--- config.mk ---
export PLATFORM = sky130hd
export DESIGN_NAME = fifo_uart_tx
export DESIGN_NICKNAME = d
export VERILOG_FILES = /design/src/rtl/fifo_uart_pkg.sv /design/src/rtl/uart_baud_gen.sv /design/src/rtl/fifo_uart_tx.sv
export SDC_FILE = /design/constraint.sdc
export NUM_CORES = 1
export LEC_CHECK = 0
export CAP_MARGIN = 20
export CORE_MARGIN = 2
export CORE_UTILIZATION = 56
export CTS_CLUSTER_DIAMETER = 60
export DETAILED_ROUTE_END_ITERATION = 10
export PLACE_DENSITY = 0.87
export SETUP_SLACK_MARGIN = 0.02
export SYNTH_ARGS = -nofsm -noshare
export SYNTH_HDL_FRONTEND = slang
export SYNTH_SLANG_ARGS = --single-unit
--- constraint.sdc ---
create_clock -name clk -period 4.9 [get_ports clk]
set_clock_uncertainty 0.05 [all_clocks]
set_input_delay 0.98 -clock clk [delete_from_list [all_inputs] [get_ports clk]]
set_output_delay 0.98 -clock clk [all_outputs]
set_load 0.01 [all_outputs]
--- src/rtl/fifo_uart_pkg.sv ---
// Shared types and helpers for the FIFO-fed UART transmitter.
package fifo_uart_pkg;

  localparam int DATA_W = 8;

  typedef enum logic [2:0] {
    IDLE   = 3'd0,
    FETCH  = 3'd1,
    LOAD   = 3'd2,
    START  = 3'd3,
    DATA   = 3'd4,
    PARITY = 3'd5,
    STOP   = 3'd6
  } tx_state_t;

  function automatic logic parity_bit(input logic [DATA_W-1:0] data, input logic odd);
    return (^data) ^ odd;
  endfunction

endpackage

--- src/rtl/uart_baud_gen.sv ---
// Bit-period counter: counts 0..CLKS_PER_BIT-1 and flags the final cycle of each bit.
module uart_baud_gen
  import fifo_uart_pkg::*;
#(
  parameter int CLKS_PER_BIT = 16,
  localparam int CNT_W = (CLKS_PER_BIT > 1) ? $clog2(CLKS_PER_BIT) : 1
) (
  input  logic             i_clk,
  input  logic             i_rst,
  input  logic             i_clear,
  output logic [CNT_W-1:0] o_count,
  output logic             o_bit_tick
);

  localparam logic [CNT_W-1:0] LAST = CNT_W'(CLKS_PER_BIT - 1);

  logic [CNT_W-1:0] r_count;

  always_ff @(posedge i_clk or posedge i_rst) begin
    if (i_rst) begin
      r_count <= '0;
    end else if (i_clear || (r_count == LAST)) begin
      r_count <= '0;
    end else begin
      r_count <= r_count + 1'b1;
    end
  end

  assign o_count    = r_count;
  assign o_bit_tick = (r_count == LAST);

endmodule

--- src/rtl/fifo_uart_tx.sv ---
// Pops bytes from a synchronous FIFO and sends them as async serial frames
// (start, 8 data LSB first, optional parity, 1 or 2 stop bits).
module fifo_uart_tx
  import fifo_uart_pkg::*;
#(
  parameter int CLKS_PER_BIT = 16,
  parameter int PARITY_EN    = 0,
  parameter int PARITY_ODD   = 0,
  parameter int STOP_BITS    = 1
) (
  input  logic              clk,
  input  logic              reset,
  input  logic              tx_en,
  input  logic [DATA_W-1:0] fifo_dout,
  input  logic              fifo_empty,
  output logic              fifo_rd_en,
  output logic              tx,
  output logic              busy,
  output logic              frame_done
);

  localparam int CNT_W = (CLKS_PER_BIT > 1) ? $clog2(CLKS_PER_BIT) : 1;
  localparam logic [CNT_W-1:0] PRE_LAST = CNT_W'(CLKS_PER_BIT - 2);
  localparam logic STOP_LAST = 1'(STOP_BITS - 1);

  tx_state_t         r_state;
  logic [DATA_W-1:0] r_shift;
  logic [2:0]        r_bit_idx;
  logic              r_parity;
  logic              r_stop_idx;
  logic              r_tx;
  logic              r_frame_done;

  logic              w_clear;
  logic              w_tick;
  logic [CNT_W-1:0]  w_count;
  logic              w_start_ok;
  logic              w_last_stop;

  // Counter is held at zero until the frame starts, so START always begins at count 0.
  assign w_clear     = (r_state == IDLE) || (r_state == FETCH) || (r_state == LOAD);
  assign w_start_ok  = tx_en && !fifo_empty;
  assign w_last_stop = (r_state == STOP) && (r_stop_idx == STOP_LAST);

  uart_baud_gen #(.CLKS_PER_BIT(CLKS_PER_BIT)) u_baud (
    .i_clk      (clk),
    .i_rst      (reset),
    .i_clear    (w_clear),
    .o_count    (w_count),
    .o_bit_tick (w_tick)
  );

  always_ff @(posedge clk or posedge reset) begin
    if (reset) begin
      r_state      <= IDLE;
      r_shift      <= '0;
      r_bit_idx    <= 3'd0;
      r_parity     <= 1'b0;
      r_stop_idx   <= 1'b0;
      r_tx         <= 1'b1;
      r_frame_done <= 1'b0;
    end else begin
      // Raised one cycle early so the pulse lands on the last stop-bit cycle.
      r_frame_done <= w_last_stop && (w_count == PRE_LAST);
      case (r_state)
        IDLE: begin
          if (w_start_ok) r_state <= FETCH;
        end
        FETCH: begin
          r_state <= LOAD;
        end
        LOAD: begin
          r_shift  <= fifo_dout;
          r_parity <= parity_bit(fifo_dout, PARITY_ODD != 0);
          r_tx     <= 1'b0;
          r_state  <= START;
        end
        START: begin
          if (w_tick) begin
            r_tx      <= r_shift[0];
            r_shift   <= r_shift >> 1;
            r_bit_idx <= 3'd0;
            r_state   <= DATA;
          end
        end
        DATA: begin
          if (w_tick) begin
            if (r_bit_idx == 3'd7) begin
              if (PARITY_EN != 0) begin
                r_tx    <= r_parity;
                r_state <= PARITY;
              end else begin
                r_tx       <= 1'b1;
                r_stop_idx <= 1'b0;
                r_state    <= STOP;
              end
            end else begin
              r_tx      <= r_shift[0];
              r_shift   <= r_shift >> 1;
              r_bit_idx <= r_bit_idx + 3'd1;
            end
          end
        end
        PARITY: begin
          if (w_tick) begin
            r_tx       <= 1'b1;
            r_stop_idx <= 1'b0;
            r_state    <= STOP;
          end
        end
        STOP: begin
          if (w_tick) begin
            if (r_stop_idx == STOP_LAST) begin
              r_state <= w_start_ok ? FETCH : IDLE;
            end else begin
              r_stop_idx <= r_stop_idx + 1'b1;
            end
          end
        end
        default: begin
          r_tx    <= 1'b1;
          r_state <= IDLE;
        end
      endcase
    end
  end

  assign fifo_rd_en = (r_state == FETCH);
  assign busy       = (r_state != IDLE);
  assign tx         = r_tx;
  assign frame_done = r_frame_done;

endmodule

## Yosys cells after proc, flatten, opt, wreduce, memory -nomap -nowiden

Cells that the tools add are included.

| storage, ports and cells | value |
|---|---|
| bits in registers | 21 |
| output and inout port bits | 4 |
| word-level logic and storage cells | 76 |

| operators by class | value |
|---|---|
| add/subtract/negate cells | 3 |
| equal/unequal tests | 17 |
| multiplexer cells | 29 |
| bitwise gates (word level) | 2 |
| reductions and logical operators | 18 |

Operators with widths:

| operator | count |
|---|---|
| 3-bit 2-to-1 mux | 10 |
| 8-bit 2-to-1 mux | 3 |
| 8-bit case mux with 3 select lines | 1 |
| 3-bit case mux with 7 select lines | 1 |
| 3-bit equality test, second input constant | 4 |
| 4-bit AND reduction | 3 |
| 1-bit 2-to-1 mux | 10 |
| 3-bit nonzero test | 3 |
| 4-bit equality test, second input constant | 2 |
| 2-bit by 1-bit inequality test with 1-bit output, second input constant | 4 |
| 2-bit inequality test, second input constant | 4 |
| 7-bit AND reduction | 1 |
| 3-bit by 2-bit equality test with 1-bit output, second input constant | 2 |
| 3-bit case mux with 2 select lines | 1 |
| 1-bit case mux with 5 select lines | 1 |
| 5-bit AND reduction | 1 |
| 4-bit by 1-bit adder with 4-bit output, second input constant | 1 |
| 4-bit 2-to-1 mux | 1 |
| 3-bit by 1-bit adder with 3-bit output, second input constant | 1 |
| 3-bit by 1-bit equality test with 1-bit output, second input constant | 1 |
| 1-bit logical AND | 3 |
| 3-bit logical NOT | 1 |
| 1-bit logical OR | 3 |
| 1-bit case mux with 3 select lines | 1 |
| other kinds (5) | 6 |

## Logic depth before layout (Yosys ltp)

Gate-level depths: netlist of run 1.

| depth | value |
|---|---|
| depth after elaboration | 6 |
| depth in mapped cells | 6 |
| depth with buffers taken out | 6 |

## By module

Synthesis of run 1 repeated with hierarchy kept, for this count alone.

| unflattened totals | value |
|---|---|
| cells, all modules | 133 |
| area, all modules | 1198.6 µm² |

Modules (own cells, without submodules):

| module | times used | cells an instance | area an instance (µm²) |
|---|---|---|---|
| fifo_uart_tx | 1 | 119 | 1023.5 |
| uart_baud_gen | 1 | 14 | 175.2 |

## Least setup slack after synthesis of run 1

OpenSTA, ideal clock, no wires.

| path | value |
|---|---|
| path type | register to output |
| start point | register r_state[1] |
| end point | output port busy |
| arrival time | 1.084 ns |
| setup slack | 2.786 ns |
| stages on the path, launching flop included | 4 |
| path buffers | 2 |
| cell sequence | dfrtp_1 -> clkbuf_2 -> clkbuf_1 -> or3_1 |

| on the way | value |
|---|---|
| word-level cells in the longest chain between the ends | 1 |

RTL lines:

| item | line | text |
|---|---|---|
| start, declared | fifo_uart_tx.sv:26 | `tx_state_t r_state;` |
| start signal, assigned | fifo_uart_tx.sv:114 | `r_state <= w_start_ok ? FETCH : IDLE;` |
| 3-bit nonzero test | fifo_uart_tx.sv:129 | `assign busy = (r_state != IDLE);` |
| end, declared | fifo_uart_tx.sv:18 | `output logic busy,` |

Every way passes these cells.

## Worst setup path after layout of run 1

| path | value |
|---|---|
| start point | register r_state[2] |
| end point | output port busy |

Same word-level chain as after synthesis.

==> out/metrics.cfg, run 1 <==
[die]
die_w_um = 48.22
ios = 16
initial_core_util_pct = 61.40
die_h_um = 48.22
die_area_um2 = 2325
core_area_um2 = 1783
num_rows = 15

[power_and_ir_drop]
p_per_area_nw_per_um2 = 210.1
p_clk_share_pct = 29.7
combinationalPowerShare_pct = 6.9
p_int_w = 0.0002113
power_switching_share_pct = 21.26
p_leak_nw = 0.5315
ir_drop_mv = 0.1228
seqPwrFrac_pct = 63.3
p_sw_w = 0.00005705

[clock_tree]
cts-htree-levels = 1
ctsHoldBuffers = 0
post_cts_buffers = 0
numCtsBuffers = 3
cts.sinks = 20
clock_latency_ns = 0.29
clk_pin_slew_worst_paths_ns = 0.11
cts_resized = 0
cts_tree = yes
clk_path_buf_depth = 2
root_buffer = clkbuf_4

[setup_path]
cp.arrival_ns = 1.78
critPathCaptureType = output pin
ff2ff_path_depth = 4
r2r_setup_slack_ns = 2.82
slowest_stage = dfrtp_1
worstPathCellList = or3_1 > clkdlybuf4s50_1
critical_path.startpoint_type = flip-flop
worstPathMaxFanout = 16
cp_data_required_time_ns = 3.87
max_stage_delay_ns = 0.58
worstSetupPathType = flip-flop to output pin
r2r_end = r_bit_idx[1]$_DFFE_PP0P_
r2r_start = u_baud.o_count[0]$_DFF_PP0_

[sta]
relSlewSlack_pct = 50.25
max_freq_ghz = 0.3557
setup_tns_ns = 0
max_slew.worst_pin.slew_ns = 0.7454
finalHoldViolCount = 0
final_max_slew_viol_count = 0
setup_viol = 0
setup_ws_ns = 2.089
grt_setup_unrepaired = false
period_share_pct = 57.38
period_minus_slack_ns = 2.812

[grt]
grt_max_degree = 23
top_usage_layer = met2
first_global_vias = 794
antenna_found_initial = 0
grt_pass1_wl_mm = 3.422
use_met2_pct = 36.05
track_usage_pct = 21.69
grtUsageMet1_pct = 26.59
overflow = 0
use_met3_pct = 4.815

[drt]
wire_per_inst_um = 14.85
vias = 861
ant_nets = 0
first_pass_iters = 4
drcViolationCount = 0
first_iter_violations = 11
routed_wl_mm = 2.153
viasPerCell = 5.938

[hold_path]
min_path_cells = 1
hold_class = flip-flop to flip-flop
hold_start = r_shift[1]$_DFFE_PP0P_
hold_path_end = r_shift[1]$_DFFE_PP0P_

[layout]
nets = 137
area_delta_synth_final_pct = 16.69
layout.cells.most_common_list = dfrtp_1 (19), clkdlybuf4s50_1 (15), o2bb2ai_1 (9), o21ai_0 (9), a21oi_1 (8)
fin_util_pct = 71.65
final_area_um2 = 1277
nFillCells = 138
mostFrequentLayoutCell = dfrtp_1
drive_gt1_share_pct = 5.833
diodes = 0

[synthesis]
synth.cell_area_um2 = 1095
syn_inst = 107
async_flop_share_pct = 100.0
avgSynthCellArea_um2 = 10.23
synth-main-ff-cell = dfrtp_1
synth_fp_nets = 123
synth-edff-count = 0
ys.warnings.count = 0
ys_seq_elements = 20
ys_seq_area_share_pct = 45.83
synth_cell_types = 30

[placed_design]
dp_hpwl_mm = 1.597
io_buffers = 15
dpl_worst_slack_ns = 2.423
gp_congestion = 0.7953
place_area_um2 = 1251

[status]
outcome = finished clean

[job]
drv_cap = 0

## synth_stat cells (2+ instances only)
library cell	n	area [µm²]
mux2i_1	7	70.07
nor3_1	3	15.01
nand4_1	3	18.77
nor2_1	6	22.52
dfrtp_1	19	475.5
a21oi_1	8	40.04
o2bb2ai_1	9	78.83
clkbuf_1	4	15.01
nand2_1	5	18.77
and2_1	7	43.79
o21ai_0	9	45.04
a32o_1	2	20.02
inv_1	5	18.77
ha_1	4	50.05
## power by group through the flow
stage          clock network, W  registers, W   logic (W)
6_report              0.0000798      0.000170   0.0000186
2_1_floorplan                 0      0.000173  0.00000719
5_1_grt               0.0000925      0.000170   0.0000208
3_5_place_dp                  0      0.000173   0.0000189
3_3_place_gp                  0      0.000173   0.0000182
4_1_cts               0.0000811      0.000170   0.0000190
## how the worst max path moves through the flow
stage	start	endpoint	slack (ns)
detailed placement	r_state[2]$_DFFE_PP0P_	busy	2.42
CTS	r_state[2]$_DFFE_PP0P_	busy	2.09
floorplan	r_state[1]$_DFFE_PP0P_	busy	2.79
global placement	r_state[2]$_DFFE_PP0P_	busy	2.46
finish	r_state[2]$_DFFE_PP0P_	busy	2.09
global route	r_state[0]$_DFFE_PP0P_	fifo_rd_en	1.98
## stage by stage
step / cells / power (W) / hold WS (ns)
final: 145 / 0.0002683 / 0.4434
after global routing: 145 / 0.0002836 / 0.4580
after CTS: 145 / 0.0002701 / 0.4465
after detailed placement: 141 / 0.0001920 / 0.4163
after global placement: 141 / 0.0001912 / 0.4125
after floorplan: 107 / 0.0001800 / 0.3981
## worst max-delay path, delay by kind of cell, from the launching register on
kind                   cells  cell delay [ns]
buffers and inverters      1             0.48
DFF                        1             0.58
and+or+nand+nor            1             0.43
## kinds of logic after synthesis
kind of cell | after synthesis | share of synthesized area (%)
XOR/XNOR | 1 | 0.8001
multiplexers | 7 | 6.400
flip-flops | 20 | 45.83
AND/OR/NAND/NOR | 31 | 16.80
AO/OA/AOI/OAI | 33 | 21.60
buffers and inverters | 11 | 3.999
adder cells (fa/ha/maj) | 4 | 4.572
## final cells by class
cell class	instances	area, µm²	area share [%]
flip-flops and latches	20	501.7	39.28
inverters	5	18.77	1.469
well taps	25	31.28	2.449
multi-input cells	76	549.3	43.00
clock buffers	4	26.28	2.057
repair buffers	15	150.1	11.75
## per-layer routing
layer  vias to the layer above  wire length [µm]  share of wire, %
met5                         -                 0                 0
met4                         0                31               1.4
met3                         4                63               2.9
met2                        18              1105                51
met1                       412               951                44
li1                        427                 -                 -
## sequential cells by signal (all words and copies together) (netlist names)
name,flops
r_shift,8
r_state,3
tx,1
frame_done,1
u_baud.o_count,4
r_bit_idx,3
(Power assumes the default switching activity.)
==> run 2, diff against run 1 <==
- CORE_UTILIZATION: 56 -> 47
- PLACE_DENSITY: 0.87 -> 0.78
- clock period: 4.9 -> 2.3 ns (I/O delays scaled with it)
==> out/metrics.cfg, run 2 (synthesis gave the netlist of run 1 again) <==
[placed_design]
io_buffers = 15  ; unchanged
dp_hpwl_mm = 1.588  ; was 1.597 mm
dpl_worst_slack_ns = 0.4209  ; was 2.423 ns
gp_congestion = 0.8594  ; was 0.7953

[clock_tree]
numCtsBuffers = 3  ; unchanged
ctsHoldBuffers = 0  ; unchanged
cts-htree-levels = 1  ; unchanged
cts.sinks = 20  ; unchanged
post_cts_buffers = 0  ; unchanged
cts_resized = 0  ; unchanged
clk_path_buf_depth = 2  ; unchanged
root_buffer = clkbuf_4  ; unchanged
clock_latency_ns = 0.29  ; about the same
clk_pin_slew_worst_paths_ns = 0.11  ; about the same
cts_tree = yes  ; unchanged

[setup_path]
critPathCaptureType = output pin  ; unchanged
r2r_setup_slack_ns = 0.43  ; was 2.82 ns
r2r_end = r_state[0]$_DFFE_PP0P_  ; was r_bit_idx[1]$_DFFE_PP0P_
cp_data_required_time_ns = 1.79  ; was 3.87 ns
ff2ff_path_depth = 6  ; was 4
worstSetupPathType = flip-flop to output pin  ; unchanged
critical_path.startpoint_type = flip-flop  ; unchanged
cp.arrival_ns = 1.66  ; was 1.78 ns
r2r_start = u_baud.o_count[0]$_DFF_PP0_  ; unchanged
worstPathMaxFanout = 8  ; was 16

[drt]
routed_wl_mm = 2.140  ; was 2.153 mm
wire_per_inst_um = 14.08  ; was 14.85 µm
viasPerCell = 5.783  ; was 5.938
drcViolationCount = 0  ; unchanged
vias = 879  ; was 861
ant_nets = 0  ; unchanged
first_iter_violations = 22  ; was 11
first_pass_iters = 4  ; unchanged

[grt]
grt_max_degree = 21  ; was 23
track_usage_pct = 18.30  ; was 21.69%
first_global_vias = 818  ; was 794
grt_pass1_wl_mm = 3.698  ; was 3.422 mm
overflow = 0  ; unchanged
antenna_found_initial = 0  ; unchanged

[hold_path]
hold_class = primary input to asynchronous set/reset pin  ; was flip-flop to flip-flop

[sta]
max_slew.worst_pin.slew_ns = 0.5246  ; was 0.7454 ns
max_freq_ghz = 0.4614
finalHoldViolCount = 0  ; unchanged
hold-worst-slack_ns = 0.4347  ; was 0.4434 ns
setup_viol = 0  ; unchanged
period_share_pct = 94.23
relSlewSlack_pct = 64.90  ; was 50.25%
period_minus_slack_ns = 2.167
grt_setup_unrepaired = false  ; unchanged
setup_tns_ns = 0  ; unchanged
final_max_slew_viol_count = 0  ; unchanged
setup_ws_ns = 0.1328  ; was 2.089 ns

[layout]
mostFrequentLayoutCell = dfrtp_1  ; unchanged
largest_register = r_shift  ; unchanged
area_delta_synth_final_pct = 19.89  ; was 16.69%
drive_gt1_share_pct = 9.677  ; was 5.833%
layout.cells.most_common_list = dfrtp_1 (18), clkdlybuf4s50_1 (15), o2bb2ai_1 (9), o21ai_0 (9), a21oi_1 (8)  ; was dfrtp_1 (19), clkdlybuf4s50_1 (15), o2bb2ai_1 (9), o21ai_0 (9), a21oi_1 (8)
diodes = 0  ; unchanged
fin_util_pct = 59.33  ; was 71.65%
largest_reg_flops = 8  ; unchanged
nets = 141  ; was 137

[power_and_ir_drop]
ir_drop_mv = 0.3205  ; was 0.1228 mV
total_power_w = 0.0005727  ; was 0.0002683 W
p_leak_nw = 0.5484  ; was 0.5315 nW
p_per_area_nw_per_um2 = 436.3  ; was 210.1 nW/µm²

[die]
die_w_um = 52.27  ; was 48.22 µm
ios = 16  ; unchanged
core_area_um2 = 2212  ; was 1783 µm²
initial_core_util_pct = 49.49  ; was 61.40%
die_area_um2 = 2732  ; was 2325 µm²
die_h_um = 52.27  ; was 48.22 µm
num_rows = 17  ; was 15

[job]
drv_cap = 0  ; unchanged

[status]
outcome = finished clean  ; unchanged

==> run 2: cell count changes in the layout (fill, tap and decap cells not counted), sizes merged <==
cell  change
buf       +4
==> run 2: worst max path at each step <==
stage / start / to / slack [ns] / cells after the start
after floorplan: r_bit_idx[0]$_DFFE_PP0P_ / r_bit_idx[1]$_DFFE_PP0P_ / 0.63 / 5
after global placement: r_state[0]$_DFFE_PP0P_ / fifo_rd_en / 0.44 / 3
after detailed placement: r_state[0]$_DFFE_PP0P_ / fifo_rd_en / 0.42 / 3
after CTS: r_state[0]$_DFFE_PP0P_ / fifo_rd_en / 0.08 / 3
after global routing: r_state[2]$_DFFE_PP0P_ / busy / 0.08 / 2
final: r_state[2]$_DFFE_PP0P_ / busy / 0.13 / 2
==> run 2: final cells by class <==
cell class | instances | area, µm²
Clock buffer | 4 | 26.28
Timing Repair Buffer | 19 | 180.2
Multi-Input combinational cell | 76 | 549.3
Inverter | 5 | 18.77
Sequential cell | 20 | 503.0
Tap cell | 28 | 35.03
Fill cell | 209 | 899.6
==> run 2: layer usage <==
metal	global-route usage, %	routed length (µm)
met5	0	0
met4	5.128	25
met3	3.429	48
met2	30.59	1039
met1	24.18	1028
==> run 2: power breakdown <==
part           switching (W)  internal, W  leakage [nW]
clock network       0.000102    0.0000674        0.0150
logic              0.0000153    0.0000256         0.301
registers         0.00000400     0.000358         0.232
==> run 2: metrics by stage <==
step	std cells	area, µm²
floorplan	107	1095
global placement	148	1285
detailed placement	148	1285
CTS	152	1311
global route	152	1313
finish	152	1313
==> run 2: critical path: stages (launching register included) <==
cell	delay, ns
dfrtp_1	0.49
or3_1	0.39
clkdlybuf4s50_1	0.48
==> run 3, diff against run 2 <==
- ABC_CLOCK_PERIOD_IN_PS: unset -> 2300
- CORE_MARGIN: 2 -> 3
==> out/metrics.cfg, run 3 (synthesis gave the netlist of run 1 again) <==
[layout]
largest_reg_flops = 8  ; unchanged
diodes = 0  ; unchanged
nFillCells = 170  ; was 209
layout.cells.most_common_list = dfrtp_1 (18), clkdlybuf4s50_1 (15), o2bb2ai_1 (9), o21ai_0 (9), a21oi_1 (8)  ; unchanged
instances_no_fill = 151  ; was 152
final_area_um2 = 1338  ; was 1313 µm²
largest_register = r_shift  ; unchanged
nets = 141  ; unchanged
drive_gt1_share_pct = 10.48  ; was 9.677%
multiInputGateArea_um2 = 549.3  ; unchanged
mostFrequentLayoutCell = dfrtp_1  ; unchanged
area_delta_synth_final_pct = 22.17  ; was 19.89%
seq_area_um2 = 503.0  ; unchanged

[placed_design]
gp_congestion = 0.8823  ; was 0.8594
dp_hpwl_mm = 1.607  ; was 1.588 mm
io_buffers = 15  ; unchanged
place_area_um2 = 1284  ; was 1285 µm²
placed_cells = 147  ; was 148

[job]
drv_cap = 0  ; unchanged

[setup_path]
ff2ff_path_depth = 5  ; was 6
critical_path.startpoint_type = flip-flop  ; unchanged
worstSetupPathType = flip-flop to output pin  ; unchanged
r2r_setup_slack_ns = 0.34  ; was 0.43 ns
cp_data_required_time_ns = 1.79  ; about the same
critPathCaptureType = output pin  ; unchanged
cp.arrival_ns = 1.68  ; was 1.66 ns
worstPathMaxFanout = 8  ; unchanged

[grt]
antenna_found_initial = 0  ; unchanged
overflow = 0  ; unchanged
grt_max_degree = 21  ; unchanged
first_global_vias = 817  ; was 818
grt_pass1_wl_mm = 3.836  ; was 3.698 mm
track_usage_pct = 18.17  ; was 18.30%

[clock_tree]
cts-htree-levels = 1  ; unchanged
clk_path_buf_depth = 2  ; unchanged
clock_latency_ns = 0.30  ; was 0.29 ns
numCtsBuffers = 3  ; unchanged
root_buffer = clkbuf_4  ; unchanged
post_cts_buffers = 0  ; unchanged
clk_pin_slew_worst_paths_ns = 0.11  ; about the same
cts.sinks = 20  ; unchanged
cts_tree = yes  ; unchanged
ctsHoldBuffers = 0  ; unchanged
cts_resized = 0  ; unchanged

[die]
die_w_um = 54.27  ; was 52.27 µm
die_h_um = 54.27  ; was 52.27 µm
num_rows = 16  ; was 17
die_area_um2 = 2945  ; was 2732 µm²
initial_core_util_pct = 52.58  ; was 49.49%
core_area_um2 = 2082  ; was 2212 µm²
ios = 16  ; unchanged

[sta]
max_freq_ghz = 0.4575  ; was 0.4614 GHz
grt_setup_unrepaired = false  ; unchanged
max_slew.worst_pin.slew_ns = 0.5463  ; was 0.5246 ns
period_share_pct = 95.03  ; was 94.23%
finalHoldViolCount = 0  ; unchanged
setup_tns_ns = 0  ; unchanged
final_max_slew_viol_count = 0  ; unchanged
setup_viol = 0  ; unchanged
relSlewSlack_pct = 63.44  ; was 64.90%
period_minus_slack_ns = 2.186  ; was 2.167 ns

[drt]
viasPerCell = 5.662  ; was 5.783
wire_per_inst_um = 14.48  ; was 14.08 µm
routed_wl_mm = 2.186  ; was 2.140 mm
ant_nets = 0  ; unchanged
first_iter_violations = 14  ; was 22
vias = 855  ; was 879
first_pass_iters = 7  ; was 4
drcViolationCount = 0  ; unchanged

[power_and_ir_drop]
p_per_area_nw_per_um2 = 515.6  ; was 436.3 nW/µm²
p_leak_nw = 0.5614  ; was 0.5484 nW
ir_drop_mv = 0.5043  ; was 0.3205 mV

[hold_path]
hold_class = primary input to asynchronous set/reset pin  ; unchanged

[status]
outcome = finished clean  ; unchanged

[run 3: cell types whose count changed in the layout (fill, tap and decap cells not counted)]
cell       previous run  this run
bufinv_16             0         1
clkbuf_1              1         0
[run 3: where the power goes]
| group | internal, W | switching (W) | total (W) |
|---|---|---|---|
| registers | 0.000358 | 0.00000363 | 0.000362 |
| clock network | 0.000176 | 0.000110 | 0.000287 |
| logic | 0.0000256 | 0.0000155 | 0.0000411 |
[run 3: critical path: stages (launching register included)]
cell	delay, ns
dfrtp_1	0.50
or3_1	0.40
clkdlybuf4s50_1	0.48
[run 3: area by class of cell]
type / instances / share of cell area, %
sequential: 20 / 37.61
timing repair buffer: 19 / 13.47
multi-input combinational: 76 / 41.07
inverter: 5 / 1.403
clock buffer: 3 / 1.684
tap: 27 / 2.526
clock inverter: 1 / 2.245
[run 3: worst paths after layout]
kind | start | endpoint
setup / recovery | r_state[2]$_DFFE_PP0P_ | busy
hold / removal | reset | u_baud.o_count[0]$_DFF_PP0_
setup reg to reg | r_bit_idx[0]$_DFFE_PP0P_ | r_bit_idx[2]$_DFFE_PP0P_
hold reg to reg | r_shift[5]$_DFFE_PP0P_ | r_shift[5]$_DFFE_PP0P_
max in group asynchronous | reset | tx$_DFFE_PP1P_
min in group clk | r_shift[5]$_DFFE_PP0P_ | r_shift[5]$_DFFE_PP0P_
[run 3: per-stage QoR]
step / worst slack [ns] / utilization [%] / power, W / hold slack, ns
final: 0.1144 / 64.24 / 0.0006896 / 0.4293
after global routing: 0.03653 / 64.24 / 0.0007231 / 0.4606
after CTS: 0.02024 / 64.18 / 0.0007044 / 0.4209
after detailed placement: 0.3425 / 61.66 / 0.0004103 / 0.4157
after global placement: 0.4285 / 61.66 / 0.0004090 / 0.4130
after floorplan: 0.6282 / - / 0.0003834 / 0.3731
[run 3: per-layer routing]
metal  vias to the layer above  share of wire [%]  global-route usage (%)
li1                        434                  -                       -
met1                       400                 46                   24.10
met2                        19                 49                   28.69
met3                         2                4.1                   5.177
met4                         0               0.50                   5.394
met5                         -                  0                       0
